File: src/rtl/gpio_pkg.sv
// Shared constants for the GPIO interrupt block: register map and filter default.
package gpio_pkg;

    localparam int FILT_CYCLES_DEF = 4;

    localparam logic [2:0] ADDR_MASK = 3'd0;
    localparam logic [2:0] ADDR_RISE = 3'd1;
    localparam logic [2:0] ADDR_FALL = 3'd2;
    localparam logic [2:0] ADDR_PEND = 3'd3;
    localparam logic [2:0] ADDR_PIN  = 3'd4;
    localparam logic [2:0] ADDR_FILT = 3'd5;

endpackage

File: src/rtl/gpio_filter_bit.sv
// One GPIO input: 2-flop synchronizer followed by an optional stability filter.
module gpio_filter_bit
    import gpio_pkg::*;
#(
    parameter int FILT_CYCLES = FILT_CYCLES_DEF
) (
    input  logic clock,
    input  logic resetn,
    input  logic pin,
    input  logic en,
    output logic filt
);

    localparam logic [3:0] CNT_LAST = 4'(FILT_CYCLES - 1);

    logic       sync1;
    logic       sync2;
    logic [3:0] cnt;
    logic       en_q;

    always_ff @(posedge clock or negedge resetn) begin
        if (!resetn) begin
            sync1 <= 1'b0;
            sync2 <= 1'b0;
            cnt   <= '0;
            filt  <= 1'b0;
            en_q  <= 1'b0;
        end else begin
            sync1 <= pin;
            sync2 <= sync1;
            en_q  <= en;
            // A change of the enable restarts the count and holds filt for that cycle.
            if (en != en_q) begin
                cnt <= '0;
            end else if (!en) begin
                cnt  <= '0;
                filt <= sync2;
            end else if (sync2 != filt) begin
                if (cnt == CNT_LAST) begin
                    filt <= sync2;
                    cnt  <= '0;
                end else begin
                    cnt <= cnt + 4'd1;
                end
            end else begin
                cnt <= '0;
            end
        end
    end

endmodule

File: src/rtl/gpio_irq.sv
// Avalon-MM GPIO input block with per-bit filtering, edge detection and a level interrupt.
module gpio_irq
    import gpio_pkg::*;
#(
    parameter int FILT_CYCLES = FILT_CYCLES_DEF
) (
    input  logic        clock,
    input  logic        resetn,
    input  logic [2:0]  address,
    input  logic [31:0] writedata,
    input  logic        write,
    input  logic        read,
    input  logic        chipselect,
    output logic [31:0] readdata,
    output logic        waitrequest,
    input  logic [31:0] pin_in,
    output logic        irq
);

    logic [31:0] mask;
    logic [31:0] rise_en;
    logic [31:0] fall_en;
    logic [31:0] pend;
    logic [31:0] filt_en;
    logic [31:0] filt;
    logic [31:0] prev;
    logic [31:0] rise;
    logic [31:0] fall;
    logic [31:0] set_evt;
    logic [31:0] w1c;
    logic        wr_en;
    logic        unused_read;

    // Reads are purely combinational on chipselect, so the read strobe carries no information.
    assign unused_read = read;
    assign waitrequest = 1'b0;

    for (genvar i = 0; i < 32; i++) begin : g_bit
        gpio_filter_bit #(
            .FILT_CYCLES(FILT_CYCLES)
        ) u_filter (
            .clock (clock),
            .resetn(resetn),
            .pin   (pin_in[i]),
            .en    (filt_en[i]),
            .filt  (filt[i])
        );
    end

    assign wr_en   = write & chipselect;
    assign rise    = filt & ~prev;
    assign fall    = ~filt & prev;
    assign set_evt = mask & ((rise & rise_en) | (fall & fall_en));
    assign w1c     = (wr_en && address == ADDR_PEND) ? writedata : '0;

    always_ff @(posedge clock or negedge resetn) begin
        if (!resetn) begin
            mask    <= '0;
            rise_en <= '0;
            fall_en <= '0;
            filt_en <= '0;
            pend    <= '0;
            prev    <= '0;
        end else begin
            if (wr_en) begin
                case (address)
                    ADDR_MASK: mask    <= writedata;
                    ADDR_RISE: rise_en <= writedata;
                    ADDR_FALL: fall_en <= writedata;
                    ADDR_FILT: filt_en <= writedata;
                    default:   ;
                endcase
            end
            prev <= filt;
            // A new event on the same edge as a clear keeps the bit pending.
            pend <= (pend & ~w1c) | set_evt;
        end
    end

    always_comb begin
        readdata = '0;
        if (chipselect) begin
            case (address)
                ADDR_MASK: readdata = mask;
                ADDR_RISE: readdata = rise_en;
                ADDR_FALL: readdata = fall_en;
                ADDR_PEND: readdata = pend;
                ADDR_PIN:  readdata = filt;
                ADDR_FILT: readdata = filt_en;
                default:   readdata = '0;
            endcase
        end
    end

    assign irq = |(pend & mask);

endmodule

File: config.mk
export PLATFORM = sky130hd
export DESIGN_NAME = gpio_irq
export DESIGN_NICKNAME = d
export VERILOG_FILES = /design/src/rtl/gpio_pkg.sv /design/src/rtl/gpio_filter_bit.sv /design/src/rtl/gpio_irq.sv
export SDC_FILE = /design/constraint.sdc
export NUM_CORES = 1
export LEC_CHECK = 0
export ABC_CLOCK_PERIOD_IN_PS = 1800
export BUFFER_PORTS_ARGS = -buffer_cell sky130_fd_sc_hd__buf_2
export CAP_MARGIN = 20
export CORE_MARGIN = 5
export CORE_UTILIZATION = 30
export CTS_BUF_LIST = sky130_fd_sc_hd__clkbuf_4 sky130_fd_sc_hd__clkbuf_8 sky130_fd_sc_hd__clkbuf_16
export DETAILED_ROUTE_END_ITERATION = 6
export PLACE_DENSITY = 0.47
export REMOVE_ABC_BUFFERS = 1
export SLEW_MARGIN = 20
export SYNTH_ARGS = -nofsm -noshare
export SYNTH_HDL_FRONTEND = slang
export SYNTH_SLANG_ARGS = --single-unit
File: constraint.sdc
create_clock -name clock -period 1.8 [get_ports clock]
set_input_delay 0.36 -clock clock [delete_from_list [all_inputs] [get_ports clock]]
set_output_delay 0.36 -clock clock [all_outputs]
set_load 0.01 [all_outputs]
==> results of run 1 <==
==> critical path, delay by kind of cell, from the launching register on <==
kind	cells	cell delay, ns
compound gates	1	0.25
buf+inv	1	0.15
flops	1	0.40
simple gates	2	0.77
==> through the flow <==
step | instances | setup slack (ns)
after CTS | 2745 | -0.779
after global placement | 2618 | -0.445
after detailed placement | 2618 | -0.459
after floorplan | 1497 | -0.876
final | 2758 | -0.723
after global routing | 2756 | -0.776
==> synthesized netlist by cell type, types with 3 or more instances <==
| master | n | area share (%) |
|---|---|---|
| a211oi_1 | 44 | 1.7 |
| a21boi_0 | 6 | 0.24 |
| a21oi_1 | 56 | 1.5 |
| a221oi_1 | 6 | 0.28 |
| a22o_1 | 32 | 1.5 |
| a22oi_1 | 24 | 0.95 |
| buf_1 | 3 | 0.060 |
| buf_2 | 19 | 0.50 |
| buf_4 | 5 | 0.20 |
| buf_6 | 3 | 0.18 |
| clkbuf_1 | 17 | 0.34 |
| dfrtp_1 | 448 | 59 |
| ha_1 | 32 | 2.1 |
| inv_1 | 42 | 0.83 |
| mux2_2 | 169 | 10 |
| mux2i_1 | 46 | 2.4 |
| nand2_1 | 107 | 2.1 |
| nand2b_1 | 33 | 1.1 |
| nand3_1 | 66 | 1.7 |
| nand3b_1 | 31 | 1.2 |
| nand4_1 | 34 | 1.1 |
| nor2_1 | 112 | 2.2 |
| nor2b_1 | 9 | 0.30 |
| nor3_1 | 4 | 0.11 |
| nor3_2 | 3 | 0.16 |
| nor3b_1 | 3 | 0.12 |
| o21a_1 | 17 | 0.68 |
| o21ai_0 | 44 | 1.2 |
| o22ai_1 | 37 | 1.2 |
| o2bb2ai_1 | 4 | 0.19 |
| o32ai_1 | 9 | 0.42 |
| xor2_1 | 64 | 3.0 |
==> where the power goes <==
group / total (mW) / switching, mW / internal [mW]
sequential: 13.7 / 1.62 / 12.0
clock: 10.4 / 4.15 / 6.28
combinational: 6.49 / 2.75 / 3.73
total: 30.6 / 8.52 / 22.1
==> sequential cells by signal, summed over array words and instances, names as in the netlist <==
signal,count
g_bit.u_filter.sync1,32
g_bit.u_filter.en_q,32
prev,32
mask,32
g_bit.u_filter.cnt,128
rise_en,32
filt_en,32
g_bit.u_filter.filt,32
g_bit.u_filter.sync2,32
pend,32
fall_en,32
==> worst max path at each step <==
| stage | start | to | slack (ns) | cells past startpoint |
|---|---|---|---|---|
| final | mask[19] | irq | -0.72 | 4 |
| after CTS | pend[10] | irq | -0.78 | 5 |
| after global routing | pend[17] | irq | -0.78 | 4 |
| after floorplan | address[2] | fall_en[0] | -0.88 | 3 |
| after global placement | address[1] | readdata[13] | -0.45 | 6 |
| after detailed placement | address[1] | readdata[13] | -0.46 | 6 |
==> layer usage <==
| metal | GRT usage (%) | up-vias | part of all wire (%) |
|---|---|---|---|
| met1 | 19.7 | 6557 | 47 |
| met3 | 2.60 | 71 | 3.9 |
| met2 | 22.6 | 174 | 47 |
| li1 | - | 6227 | - |
| met5 | 0 | - | 0.053 |
| met4 | 3.47 | 4 | 2.1 |
==> repair_timing <==
| action | 4_1_cts | 5_1_grt |
|---|---|---|
| resized for setup | 111 | 50 |
| hold buffers | 33 | 0 |
| hold endpoints to repair | 324 | 0 |
| pin swaps | 45 | 37 |
| buffers inserted | 16 | 18 |
| endpoints found under the setup margin | 33 | 33 |
==> layout make-up <==
class / instances / area share, %
sequential: 448 / 45.6
multi-input combinational: 1007 / 31.2
timing repair buffer: 322 / 11.3
clock buffer: 81 / 6.58
tap: 846 / 4.30
inverter: 42 / 0.641
clock inverter: 10 / 0.341
antenna: 2 / 0.0203
==> cell usage in the layout (no fill, tap or decap), drive strengths merged, types with 17 or more instances in the layout <==
cell	instances
dfrtp	448
buf	289
mux2	171
nor2	112
nand2	107
clkbuf	81
nand3	66
xor2	64
a21oi	56
mux2i	46
a211oi	44
o21ai	44
inv	43
o22ai	37
nand4	34
nand2b	33
dlygate4sd3	33
a22o	32
ha	32
nand3b	31
a22oi	24
o21a	17
==> cell families after synthesis <==
kind of cell             Yosys count  share of synthesized area, %
AO/OA/AOI/OAI                    282                          10.0
multiplexers                     219                          12.9
XOR/XNOR                          66                          3.06
adder cells (fa/ha/maj)           32                          2.12
buffers and inverters             89                          2.11
AND/OR/NAND/NOR                  407                          10.5
flip-flops                       448                          59.3
other                              1                        0.0198
==> metrics, run 1 <==
initial antenna violation count=4; Hold WC Path Type=input pin to flip-flop; I/O Pins=106; core footprint=62700 um2; Gate Count Post-Synth=1544; # nets final=1975; Starting Density=30.1%; first-pass GRT wire length=76100 um; Fillers=6038; ys async rst share=100%; Die W=261 um; Critical Path AT=2.16 ns; drt pass-1 iters=4; Avg WL per Cell=17.2 um; clock buffer depth=3; DRC=0; Util after Layout=39.2%; startpoint of the worst register-to-register path=g_bit[30].u_filter.cnt[0]; I/O Buffers=103; Total Power=30.6 mW; Slowest-stage cell, CP=or4_4; Main synth FF type=dfrtp_1; Syn Area/Cell=12.2 um2; fmax=0.396 GHz; Hold Path Depth=3; Register Area=11200 um2; largest net degree at the start of global routing=70; Hold Crit Start=writedata[12]; FF+latch count, synth=448; Max VDD drop=0.000587 V; post-DP HPWL=32800 um; H-tree depth=2; setup TNS=-11.90 ns; Setup CP Type=flip-flop to output pin; vias in the first global route=13500; Slew headroom=57.9%; PwrDens=1240 nW/um2; setup ws final=-0.723 ns; Worst-Margin Slew=0.628 ns; crit path launch type=flip-flop; clk sinks=448; Post-DP Area=21800 um2; Worst setup EP type=output pin; clock latency at the later pin of the worst-skew pair=0.58 ns; cells on worst reg2reg path=5; hold endpoint=mask[12]; Cell variety after synth=42; Post-Syn Area=18900 um2; violated checks=setup timing; Finished Cell Area=24600 um2; final hold vios=0; routability-driven placement congestion ratio=0.758; Vert. Die Dim=261 um; Std-Cell Rows=92; share of cells above drive strength 1=32.6%; status=complete, but fails checks; R2R setup slack=0.19 ns; worst-path fanout max=2; max-slew violations=0; Congestion Overflow GR=0; area growth from synthesis to layout=30.2%; LEAKAGE=10.7 nW; worst path cell trace=a22oi_2 -> nand4_1 -> or4_4 -> buf_6; Yosys Warn Count=0; All-Layer GR Usage=14.0%; CTS clk-pin slew, worst paths=0.06 ns; max cap viols=0; period utilization=140%; Multi-input gate area=7670 um2; DRT iter0 DRCs=617; CTS tree=done; clock root buffer=clkbuf_16; crit-path max cell delay=0.60 ns; RSZ-0062 raised after global routing=true; Seq/Total Area, Yosys=59.3%; Num CTS Buffers=50; CP required=1.44 ns; number of synthesized flops with an enable pin=0; final WL=47500 um; minimum clock period=2.52 ns; final setup fails=33; Hold WS=0.0643 ns; Via-to-Cell Ratio=4.73; die area=68100 um2; Post-DRT Antenna Nets=0; worst reg2reg endpoint=g_bit[30].u_filter.filt; Final Skew=0.0112 ns; vias=13000
Power figures use the tool's default switching activity.
==> run 2: changes to the inputs <==
Settings changed: PLACE_DENSITY 0.47 to not set, PLACE_DENSITY_LB_ADDON set to 0.1.
==> metrics, run 2 (synthesized netlist as in run 1, its figures left out) <==
status=complete, but fails checks; violated checks=setup timing; Finished Cell Area=24600 um2; H-tree depth=2; clock root buffer=clkbuf_16; Util after Layout=39.2%; startpoint of the worst register-to-register path=g_bit[30].u_filter.cnt[0]; share of cells above drive strength 1=32.3%; post-DP HPWL=33600 um; area growth from synthesis to layout=30.2%; routability-driven placement congestion ratio=0.742; Starting Density=30.1%; die area=68100 um2; Via-to-Cell Ratio=4.71; CTS clk-pin slew, worst paths=0.06 ns; All-Layer GR Usage=14.5%; Placed Instances=2619; minimum clock period=2.63 ns; final WL=48500 um; setup ws final=-0.826 ns; Post-DRT Antenna Nets=0; clk sinks=448; Critical Path AT=2.27 ns; final hold vios=0; Congestion Overflow GR=0; most flop-heavy register=g_bit.u_filter.cnt; Slew headroom=58.2%; setup TNS=-12.20 ns; crit path launch type=flip-flop; Die W=261 um; Total Power=30.8 mW; CP required=1.44 ns; vias=12900; Hold Path Depth=2; first-pass GRT wire length=78200 um; R2R setup slack=0.21 ns; worst reg2reg endpoint=g_bit[30].u_filter.filt; CTS tree=done; hold endpoint=filt_en[31]; cells on worst reg2reg path=5; commonest non-fill, non-tap cells in the layout=dfrtp_1 (441), mux2_2 (155), nor2_1 (112); initial antenna violation count=6; Final Skew=0.0100 ns; drt pass-1 iters=5; Hold WS=0.0606 ns; RSZ-0062 raised after global routing=true; period utilization=146%; Largest register FFs=128; vias in the first global route=13400; Layout Cells excl Fill=2751; clock latency at the later pin of the worst-skew pair=0.59 ns; Num CTS Buffers=53; pre-CTS setup slack=-0.445 ns; worst-path fanout max=2; Hold Crit Start=writedata[31]; Std-Cell Rows=92; max-slew violations=0; Worst-Margin Slew=0.624 ns; Hold WC Path Type=input pin to flip-flop; I/O Buffers=103; fmax=0.381 GHz; max cap viols=0; DRT iter0 DRCs=593; Setup CP Type=flip-flop to output pin; LEAKAGE=10.7 nW; Avg WL per Cell=17.6 um; core footprint=62700 um2; final setup fails=33; Worst setup EP type=output pin; largest net degree at the start of global routing=78; # nets final=1967; DRC=0; Post-DP Area=21900 um2; Worst setup startpoint=mask[23]; most common cell after layout, fill and taps aside=dfrtp_1; clock buffer depth=3; Vert. Die Dim=261 um; Max VDD drop=0.000675 V; PwrDens=1250 nW/um2; I/O Pins=106
==> run 2: changes by cell type in the layout (fill, tap and decap cells not counted), sizes merged <==
cell      previous run  this run
buf                289       278
clkbuf              81        87
clkinv               7         6
clkinvlp             1         0
diode                2         1
inv                 43        44
==> run 2: critical path, stage by stage, from the launching register on <==
cell and delay (ns):
dfrtp_1 0.39, a22oi_2 0.24, buf_4 0.16, nand4_1 0.12
or4_4 0.62, buf_6 0.15
==> run 2: repair_timing <==
item,4_1_cts,5_1_grt
endpoints found under the setup margin,33,33
hold buffers,33,0
gates resized for setup,110,46
pin swaps,44,25
hold endpoints to repair,230,0
buffers inserted,16,8
==> run 2: where the power goes <==
part	internal, mW	switching (mW)	total, mW
Sequential	12.0	1.69	13.7
Combinational	3.60	2.64	6.25
Clock	6.60	4.23	10.8
Total	22.2	8.56	30.8
==> run 2: cell type report <==
| type | instances | area (um2) |
|---|---|---|
| repair buffers | 311 | 2700 |
| flip-flops and latches | 448 | 11200 |
| inverters | 42 | 158 |
| multi-input cells | 1007 | 7690 |
| clock buffers | 87 | 1710 |
| well taps | 846 | 1060 |
| clock inverters | 9 | 81.3 |
| diodes | 1 | 2.50 |
| fillers | 6014 | 38100 |
==> run 2: worst max-delay path by stage <==
stage	slack [ns]	end	depth (start not counted)
after floorplan	-0.88	fall_en[0]	3
after global placement	-0.41	readdata[0]	6
after detailed placement	-0.45	readdata[16]	6
after CTS	-0.86	irq	5
after global routing	-0.90	irq	5
final	-0.83	irq	5
==> run 2: layer usage <==
metal  global-route usage, %  up-vias  routed length (um)
met3                    2.48       73                1880
met5                       0        -                  22
met2                    22.9      164               22200
li1                        -     6222                   -
met1                    20.8     6481               23500
met4                    3.55        4                 906
==> run 3: changes to the inputs <==
Settings changed: BUFFER_PORTS_ARGS -buffer_cell sky130_fd_sc_hd__buf_2 to -buffer_cell sky130_fd_sc_hd__buf_4, SLEW_MARGIN 20 to 25.
==> metrics, run 3 (synthesized netlist as in run 1, its figures left out) <==
status=complete, but fails checks; violated checks=setup timing; initial antenna violation count=1; minimum clock period=2.61 ns; crit-path max cell delay=0.57 ns; final WL=47600 um; routability-driven placement congestion ratio=0.747; I/O Pins=106; clock buffer depth=3; period utilization=145%; DRT iter0 DRCs=509; final setup fails=33; most flop-heavy register=g_bit.u_filter.cnt; area growth from synthesis to layout=31.1%; Hold WS=0.0418 ns; clock network fraction of design power=34.9%; LEAKAGE=10.8 nW; vias in the first global route=13300; max cap viols=0; Seq pwr share=44.5%; first-pass GRT wire length=76100 um; crit path launch type=flip-flop; Hold WC Path Type=input pin to flip-flop; Util after Layout=39.5%; I/O Buffers=103; Logic pwr share=20.6%; Net Sw Power=8.41 mW; CTS clk-pin slew, worst paths=0.06 ns; Std-Cell Rows=92; PwrDens=1240 nW/um2; commonest non-fill, non-tap cells in the layout=dfrtp_1 (441), buf_4 (192), mux2_2 (157); sw frac=27.4%; Starting Density=30.1%; Vert. Die Dim=261 um; Congestion Overflow GR=0; most common cell after layout, fill and taps aside=dfrtp_1; internal power=22.3 mW; Largest register FFs=128; die area=68100 um2; Setup CP Type=flip-flop to output pin; clock root buffer=clkbuf_16; Layout Cells excl Fill=2749; Max VDD drop=0.000633 V; DRC=0; Critical Path AT=2.25 ns; core footprint=62700 um2; pre-CTS setup slack=-0.381 ns; post-DP HPWL=32400 um; worst path cell trace=a22oi_2 -> buf_4 -> nand4_1 -> or4_4 -> buf_6; max-slew violations=0; # nets final=1968; Post-DP Area=22100 um2; Slowest-stage cell, CP=or4_4; Final Skew=0.0134 ns; RSZ-0062 raised after global routing=true; final hold vios=0; All-Layer GR Usage=14.1%; Placed Instances=2611; Worst setup EP type=output pin; H-tree depth=2; clock latency at the later pin of the worst-skew pair=0.58 ns; Num CTS Buffers=51; Finished Cell Area=24800 um2; largest net degree at the start of global routing=87; Via-to-Cell Ratio=4.68; share of cells above drive strength 1=31.5%; CP required=1.44 ns; CTS tree=done; Die W=261 um; fmax=0.384 GHz; Post-DRT Antenna Nets=0; clk sinks=448; setup ws final=-0.807 ns; worst-path fanout max=2; drt pass-1 iters=4; Antenna Cells=0; Avg WL per Cell=17.3 um; vias=12900
## run 3: layout make-up
type	count	area, um2
fill	6047	38000
inverter	42	158
sequential	448	11200
clock buffer	80	1580
tap	846	1060
timing repair buffer	314	3000
multi-input combinational	1007	7590
clock inverter	12	164
## run 3: final timing paths
path,start,endpoint,slack [ns],depth (start not counted)
setup / recovery,mask[12],irq,-0.81,5
max in group asynchronous,resetn,g_bit[28].u_filter.filt,0.81,3
hold reg to reg,g_bit[7].u_filter.sync1,g_bit[7].u_filter.sync2,0.35,0
hold / removal,writedata[31],filt_en[31],0.04,2
setup reg to reg,g_bit[31].u_filter.cnt[0],g_bit[31].u_filter.filt,0.23,5
min in group asynchronous,resetn,g_bit[1].u_filter.sync1,0.23,2
## run 3: through the flow
step | power (mW) | TNS [ns]
6_report | 30.7 | -11.72
4_1_cts | 31.1 | -13.76
2_1_floorplan | 16.5 | -85.16
3_5_place_dp | 19.5 | -25.53
3_3_place_gp | 19.4 | -24.14
5_1_grt | 32.5 | -14.27
## run 3: what timing repair did
item,in CTS,in global routing
resized for setup,110,30
endpoints found under the hold margin,279,0
pin swaps,36,29
buffers inserted,9,12
endpoints found under the setup margin,33,33
hold buffers,37,0
## run 3: power groups by stage
stage / combinational [mW] / sequential (mW) / clock, mW
after CTS: 6.21 / 13.7 / 11.2
after detailed placement: 5.73 / 13.8 / 0
after global routing: 7.00 / 14.0 / 11.5
after floorplan: 2.97 / 13.5 / 0
after global placement: 5.69 / 13.7 / 0
final: 6.32 / 13.7 / 10.7
## run 3: metal layers
| metal | vias to the layer above | part of all wire, % | GRT usage (%) | routed length [um] |
|---|---|---|---|---|
| met5 | - | 0.023 | 0 | 11 |
| met4 | 2 | 1.8 | 3.69 | 872 |
| met3 | 58 | 3.4 | 2.24 | 1600 |
| met2 | 147 | 46 | 22.4 | 21900 |
| met1 | 6439 | 49 | 20.1 | 23200 |
| li1 | 6219 | - | - | - |
## run 3: critical path: cells and delay by family, from the launching register on
kind,cells,cell delay [ns]
buf+inv,2,0.30
flops,1,0.38
simple gates,2,0.74
compound gates,1,0.24
